===== src/rtl/vga_sync_decoder.sv =====
// vga_sync_decoder: recovers line/frame timing from hs/vs/rgb,
// regenerates pixel coordinates, tracks lock and a per-frame checksum.
module vga_sync_decoder #(
  parameter int   H_TOTAL       = 1056,
  parameter int   V_TOTAL       = 628,
  parameter int   H_ACTIVE      = 800,
  parameter int   V_ACTIVE      = 600,
  parameter int   H_SYNC_TO_ACT = 216,
  parameter int   V_SYNC_TO_ACT = 27,
  parameter logic HS_POL        = 1'b1,
  parameter logic VS_POL        = 1'b1,
  parameter int   LOCK_FRAMES   = 2
) (
  input  logic        pclk,
  input  logic        rst,
  input  logic        hs,
  input  logic        vs,
  input  logic [3:0]  r,
  input  logic [3:0]  g,
  input  logic [3:0]  b,
  output logic        pix_valid,
  output logic [10:0] x,
  output logic [10:0] y,
  output logic [11:0] pix,
  output logic [10:0] h_total,
  output logic [10:0] v_total,
  output logic        locked,
  output logic        frame_done,
  output logic [15:0] frame_sum,
  output logic        sync_err
);

  localparam logic [10:0] CMAX = 11'h7FF;
  localparam logic [11:0] HTOT = 12'(H_TOTAL);
  localparam logic [10:0] VTOT = 11'(V_TOTAL);
  localparam logic [10:0] HS0  = 11'(H_SYNC_TO_ACT);
  localparam logic [10:0] HS1  = 11'(H_SYNC_TO_ACT + H_ACTIVE);
  localparam logic [10:0] VS0  = 11'(V_SYNC_TO_ACT);
  localparam logic [10:0] VS1  = 11'(V_SYNC_TO_ACT + V_ACTIVE);
  localparam logic [7:0]  LOCKN = 8'(LOCK_FRAMES);

  // input stage
  logic        hs_q, hs_q2;
  logic        vs_q, vs_q2;
  logic [11:0] rgb_q;

  // timing state
  logic [10:0] hcnt_q, hcnt_d;
  logic [10:0] lcnt_q, lcnt_d;
  logic        vs_pend_q, vs_pend_d;
  logic [11:0] rgb_q2;

  // frame state
  logic        frame_bad_q, frame_bad_d;
  logic        frame_seen_q, frame_seen_d;
  logic [7:0]  good_cnt_q, good_cnt_d;
  logic [15:0] acc_q, acc_d;

  // registered outputs
  logic        pix_valid_q, pix_valid_d;
  logic [10:0] x_q, x_d;
  logic [10:0] y_q, y_d;
  logic [11:0] pix_q, pix_d;
  logic [10:0] h_total_q, h_total_d;
  logic [10:0] v_total_q, v_total_d;
  logic        locked_q, locked_d;
  logic        frame_done_q, frame_done_d;
  logic [15:0] frame_sum_q, frame_sum_d;
  logic        sync_err_q, sync_err_d;

  // combinational helpers
  logic        hs_edge, vs_edge;
  logic        hcnt_sat;
  logic [11:0] line_len;
  logic        bad_line;
  logic        take_vs;
  logic [10:0] frame_len;
  logic        bad_now;
  logic        good_frame;
  logic        judge;
  logic [15:0] acc_plus;
  logic        in_win;

  assign pix_valid  = pix_valid_q;
  assign x          = x_q;
  assign y          = y_q;
  assign pix        = pix_q;
  assign h_total    = h_total_q;
  assign v_total    = v_total_q;
  assign locked     = locked_q;
  assign frame_done = frame_done_q;
  assign frame_sum  = frame_sum_q;
  assign sync_err   = sync_err_q;

  // line counter, line-length check and vs-aligned line counter
  always_comb begin
    hs_edge  = (hs_q == HS_POL) && (hs_q2 != HS_POL);
    vs_edge  = (vs_q == VS_POL) && (vs_q2 != VS_POL);
    hcnt_sat = (hcnt_q == CMAX);
    line_len = {1'b0, hcnt_q} + 12'd1;
    bad_line = hs_edge && (hcnt_sat || (line_len != HTOT));

    hcnt_d = hcnt_q;
    if (hs_edge) begin
      hcnt_d = '0;
    end else if (!hcnt_sat) begin
      hcnt_d = hcnt_q + 11'd1;
    end

    h_total_d = h_total_q;
    if (hs_edge) begin
      h_total_d = hcnt_sat ? CMAX : line_len[10:0];
    end

    take_vs   = vs_pend_q || vs_edge;
    lcnt_d    = lcnt_q;
    vs_pend_d = vs_pend_q;
    if (hs_edge) begin
      vs_pend_d = 1'b0;
      if (take_vs) begin
        lcnt_d = '0;
      end else if (lcnt_q != CMAX) begin
        lcnt_d = lcnt_q + 11'd1;
      end
    end else if (vs_edge) begin
      vs_pend_d = 1'b1;
    end
  end

  // frame judgement, lock tracking and checksum
  always_comb begin
    frame_len  = (lcnt_q == CMAX) ? CMAX : lcnt_q + 11'd1;
    bad_now    = frame_bad_q || bad_line;
    good_frame = (frame_len == VTOT) && !bad_now;
    judge      = vs_edge && frame_seen_q;

    good_cnt_d = good_cnt_q;
    if (judge) begin
      if (!good_frame) begin
        good_cnt_d = '0;
      end else if (good_cnt_q != 8'hFF) begin
        good_cnt_d = good_cnt_q + 8'd1;
      end
    end

    locked_d = locked_q;
    if (bad_line) begin
      locked_d = 1'b0;
    end
    if (judge) begin
      locked_d = (good_cnt_d >= LOCKN);
    end

    sync_err_d   = bad_line && locked_q;
    frame_bad_d  = vs_edge ? 1'b0 : bad_now;
    frame_seen_d = frame_seen_q || vs_edge;
    frame_done_d = vs_edge;
    v_total_d    = vs_edge ? frame_len : v_total_q;

    acc_plus = acc_q;
    if (pix_valid_q) begin
      acc_plus = acc_q + {4'b0, pix_q};
    end
    acc_d       = vs_edge ? 16'd0 : acc_plus;
    frame_sum_d = vs_edge ? acc_plus : frame_sum_q;
  end

  // active-window decode for the pixel output stage
  always_comb begin
    in_win = frame_seen_q
          && (hcnt_q >= HS0) && (hcnt_q < HS1)
          && (lcnt_q >= VS0) && (lcnt_q < VS1);
    pix_valid_d = in_win;
    x_d   = in_win ? hcnt_q - HS0 : 11'd0;
    y_d   = in_win ? lcnt_q - VS0 : 11'd0;
    pix_d = in_win ? rgb_q2 : 12'd0;
  end

  // stage 1: sample sync and colour, keep previous sync level
  always_ff @(posedge pclk) begin
    if (rst) begin
      hs_q  <= 1'b0;
      hs_q2 <= 1'b0;
      vs_q  <= 1'b0;
      vs_q2 <= 1'b0;
      rgb_q <= '0;
    end else begin
      hs_q  <= hs;
      hs_q2 <= hs_q;
      vs_q  <= vs;
      vs_q2 <= vs_q;
      rgb_q <= {r, g, b};
    end
  end

  // stage 2: pixel/line counters aligned with the delayed colour
  always_ff @(posedge pclk) begin
    if (rst) begin
      hcnt_q    <= '0;
      lcnt_q    <= '0;
      vs_pend_q <= 1'b0;
      rgb_q2    <= '0;
      h_total_q <= '0;
    end else begin
      hcnt_q    <= hcnt_d;
      lcnt_q    <= lcnt_d;
      vs_pend_q <= vs_pend_d;
      rgb_q2    <= rgb_q;
      h_total_q <= h_total_d;
    end
  end

  // frame bookkeeping: lock, error pulse, height and checksum
  always_ff @(posedge pclk) begin
    if (rst) begin
      frame_bad_q  <= 1'b0;
      frame_seen_q <= 1'b0;
      good_cnt_q   <= '0;
      acc_q        <= '0;
      locked_q     <= 1'b0;
      sync_err_q   <= 1'b0;
      frame_done_q <= 1'b0;
      v_total_q    <= '0;
      frame_sum_q  <= '0;
    end else begin
      frame_bad_q  <= frame_bad_d;
      frame_seen_q <= frame_seen_d;
      good_cnt_q   <= good_cnt_d;
      acc_q        <= acc_d;
      locked_q     <= locked_d;
      sync_err_q   <= sync_err_d;
      frame_done_q <= frame_done_d;
      v_total_q    <= v_total_d;
      frame_sum_q  <= frame_sum_d;
    end
  end

  // stage 3: registered pixel outputs
  always_ff @(posedge pclk) begin
    if (rst) begin
      pix_valid_q <= 1'b0;
      x_q         <= '0;
      y_q         <= '0;
      pix_q       <= '0;
    end else begin
      pix_valid_q <= pix_valid_d;
      x_q         <= x_d;
      y_q         <= y_d;
      pix_q       <= pix_d;
    end
  end

endmodule


===== config.mk =====
export PLATFORM = sky130hd
export DESIGN_NAME = vga_sync_decoder
export DESIGN_NICKNAME = d
export VERILOG_FILES = /design/src/rtl/vga_sync_decoder.sv
export SDC_FILE = /design/constraint.sdc
export NUM_CORES = 1
export LEC_CHECK = 0
export CAP_MARGIN = 20
export CORE_MARGIN = 1
export CORE_UTILIZATION = 35
export DETAILED_ROUTE_END_ITERATION = 10
export PLACE_DENSITY = 0.57
export SETUP_SLACK_MARGIN = 0.1
export SYNTH_ARGS = -nofsm -noshare
export SYNTH_HDL_FRONTEND = slang
export SYNTH_SLANG_ARGS = --single-unit

===== constraint.sdc =====
create_clock -name pclk -period 2.5 [get_ports pclk]
set_input_delay 0.25 -clock pclk [delete_from_list [all_inputs] [get_ports pclk]]
set_output_delay 0.25 -clock pclk [all_outputs]
set_load 0.03 [all_outputs]

==> out/metrics.yaml <==
yosys:
  syn-num-nets: 774
  synth-xor-area-share_pct: 5.77
  yosysUniqueCellTypes: 65
  synth_edf_count: 0
  synth-compound-area-share_pct: 13.7
  synth.avg_cell_area_sq_um: 8.84
  netlist_area_sq_mm: 0.00653
  syn-instance-count: 739
  synthArstFlopShare_pct: 0
  yosys.area_share.adder_pct: 3.76
  yosysWarnings: 0
  synth_top_family_by_area: "simple AND/OR/NAND/NOR gates"
  synth_flop_cell: "dfxtp_1"
  synth_mux_area_share_pct: 1.72
  ys_seq_area_share_pct: 46.9
  synth-seq-cells: 153
  synth_simple_gate_area_share_pct: 24.4
clock_tree:
  cts_tree: "yes"
  cts.sinks: 153
  numCtsBuffers: 17
  clock-root-buffer: "clkbuf_16"
  clk_latency_ps: 420
  clock_path_buffers: 2
  htree_levels: 4
  cts.clk_slew.worst_paths_ps: 60
floorplanning:
  ios: 92
  die_h_um: 139
  die_area_sq_mm: 0.0192
  die_w_um: 139
  placementRows: 49
  core_area_sq_mm: 0.0181
  start_util_pct: 36.0
setup_path:
  criticalPathCategory: "register to register"
  cpPeakStageDelay_ps: 430
  crit_path_start_kind: "register"
  cp_max_fo: 5
  cpLargestDelayFamily: "simple AND/OR/NAND/NOR gates"
  required_ps: 2860
  cp_num_buf_inv: 1
  rr_startpoint: "lcnt_q[1]$_SDFFE_PP0P_"
  crit_path_top_delay_cell: "or3b_4"
  worstPathArrival_ps: 2670
  endpoint_kind: "register"
  path_cells: "buf_4 -> and4_4 -> nor4b_4 -> o21ai_2 -> a2111oi_4 -> or3b_4 -> a21o_4 -> nor2_2"
  startpoint: "lcnt_q[1]$_SDFFE_PP0P_"
timing:
  hold_ws_ps: 202
  hold_viol: 0
  slew_headroom_pct: 50.7
  finalSetupTns_ps: 0
  setup_violations: 0
  fin_crit_ps: 2310
  grt_setup_unrepaired: "true"
  drv_slew: 0
  fmax_ghz: 0.433
  clock_skew_ps: 14.8
  tightest_slew_ps: 740
  fin_crit_sh_pct: 92.4
  setup_slack_ps: 189
finish:
  layout.nets: 877
  diodes: 0
  layout_commonest_cell: "dfxtp_1"
  final_cells: 1084
  finish.utilization_pct: 46.6
  final_cell_mix: "dfxtp_1, clkdlybuf4s50_1, nor2_1"
  post_route_cells_drive_above_1_share_pct: 12.0
  area_growth_pct: 29.6
routing:
  vias: 5327
  routed_via_density: 4.91
  routed_wl_um: 15300
  first_pass_iters: 7
  drc: 5
  drt-initial-drc-count: 346
  wl_per_cell_um: 14.1
  ant_nets: 0
pwr:
  p_per_area_mw_per_mm2: 614
  ir_worst_vdd_v: 0.000475
  p_leak_nw: 3.35
place:
  globalplace.congestion: 0.874
  post-dp-hpwl_um: 11000
  io_buffers: 91
  pre_cts_ws_ps: 98.1
  dp.cells: 1049
run:
  drv_cap: 0
grt:
  first_global_vias: 5007
  grt_pass1_wl_um: 25300
  grt.overflow.total: 0
  grt_start_max_net_pins: 53
  track_usage_pct: 16.5
  antenna_found_initial: 0
worst_hold_path:
  hold_path_class: "input pin to register"
  min_from: "rst"
outcome:
  status: "finished with violations"
  violations: "design-rule violations"
metal layers:
layer,global-route usage (%),share of wire [%],vias to the layer above
met5,0,0,-
met4,6.86,2.3,0
met3,3.49,4.3,23
met2,25.0,43,110
met1,22.7,50,2458
li1,-,-,2736
cell families (layout without fill, tap and decap cells):
group                    after synthesis  in the layout
buffers and inverters                 55            171
flip-flops                           153            153
adder cells (fa/ha/maj)               19             19
AND/OR/NAND/NOR                      311            311
AO/OA/AOI/OAI                        147            147
multiplexers                          11             11
XOR/XNOR                              43             43
path summary, 6_finish.rpt:
| kind | depth (start not counted) | to | slack (ps) |
|---|---|---|---|
| min | 3 | frame_seen_q$_SDFF_PP0_ | 200 |
| min reg2reg | 1 | pix[5]$_SDFF_PP0_ | 420 |
| max reg2reg | 8 | good_cnt_q[2]$_SDFF_PP0_ | 190 |
| max | 8 | good_cnt_q[2]$_SDFF_PP0_ | 190 |
metrics by stage:
stage          power, mW  area (sq um)
6_report            5.19          8460
5_1_grt             5.38          8460
4_1_cts             5.26          8370
3_5_place_dp        2.73          7780
3_3_place_gp        2.73          7780
2_1_floorplan       2.65          6530
sequential cells by signal, indices dropped and copies added, names as in the netlist, 8 cells and up:
signal	flops
acc_q	16
frame_sum	16
pix	12
rgb_q2	12
rgb_q	12
h_total	11
hcnt_q	11
lcnt_q	11
v_total	11
x	11
y	11
good_cnt_q	8
synth_stat cells, types with 3 or more instances:
cell type / n / share of area, %
dfxtp_1: 153 / 47
nor2_1: 76 / 4.4
nand2_1: 74 / 4.3
o21ai_0: 52 / 4.0
a21oi_1: 45 / 3.4
nor2b_1: 34 / 3.3
clkbuf_1: 33 / 1.9
xnor2_1: 26 / 3.5
and2_1: 23 / 2.2
nand3_1: 22 / 1.7
ha_1: 18 / 3.4
xor2_1: 17 / 2.3
nand2b_1: 14 / 1.3
and3_1: 11 / 1.1
nor3_1: 11 / 0.84
a21o_1: 9 / 1.0
inv_1: 9 / 0.52
mux2i_1: 9 / 1.4
nand4_1: 8 / 0.77
a211oi_1: 6 / 0.69
nand3b_1: 6 / 0.69
nor3b_1: 6 / 0.69
buf_2: 5 / 0.38
nor2_2: 5 / 0.48
nor4_1: 5 / 0.48
a31oi_1: 4 / 0.38
buf_4: 4 / 0.46
o21ai_1: 4 / 0.31
a31o_2: 3 / 0.40
and4_1: 3 / 0.40
o31ai_1: 3 / 0.34
repair_timing:
item	in CTS	in global routing
endpoints found under the setup margin	7	13
hold buffers	0	0
pin swaps	0	7
setup buffers	0	3
gates resized for setup	2	18
where the power goes:
group	total (mW)	switching, mW	internal [mW]
Clock	2.52	1.04	1.47
Combinational	0.193	0.116	0.0772
Sequential	2.49	0.0139	2.47
worst reg2reg max path, delay by kind of cell, from the launching register on:
family	cells	cell delay, ps
buffers and inverters	1	160
flip-flops	1	330
AND/OR/NAND/NOR	4	1010
AO/OA/AOI/OAI	3	750
area by class of cell:
cell class,instances,area [sq um]
Fill cell,1768,9690
Tap cell,229,287
Timing Repair Buffer,129,1190
Multi-Input combinational cell,531,3310
Clock inverter,14,144
Sequential cell,153,3070
Inverter,10,37.5
Clock buffer,18,429
Note: power is estimated with default switching activity, not from simulation.
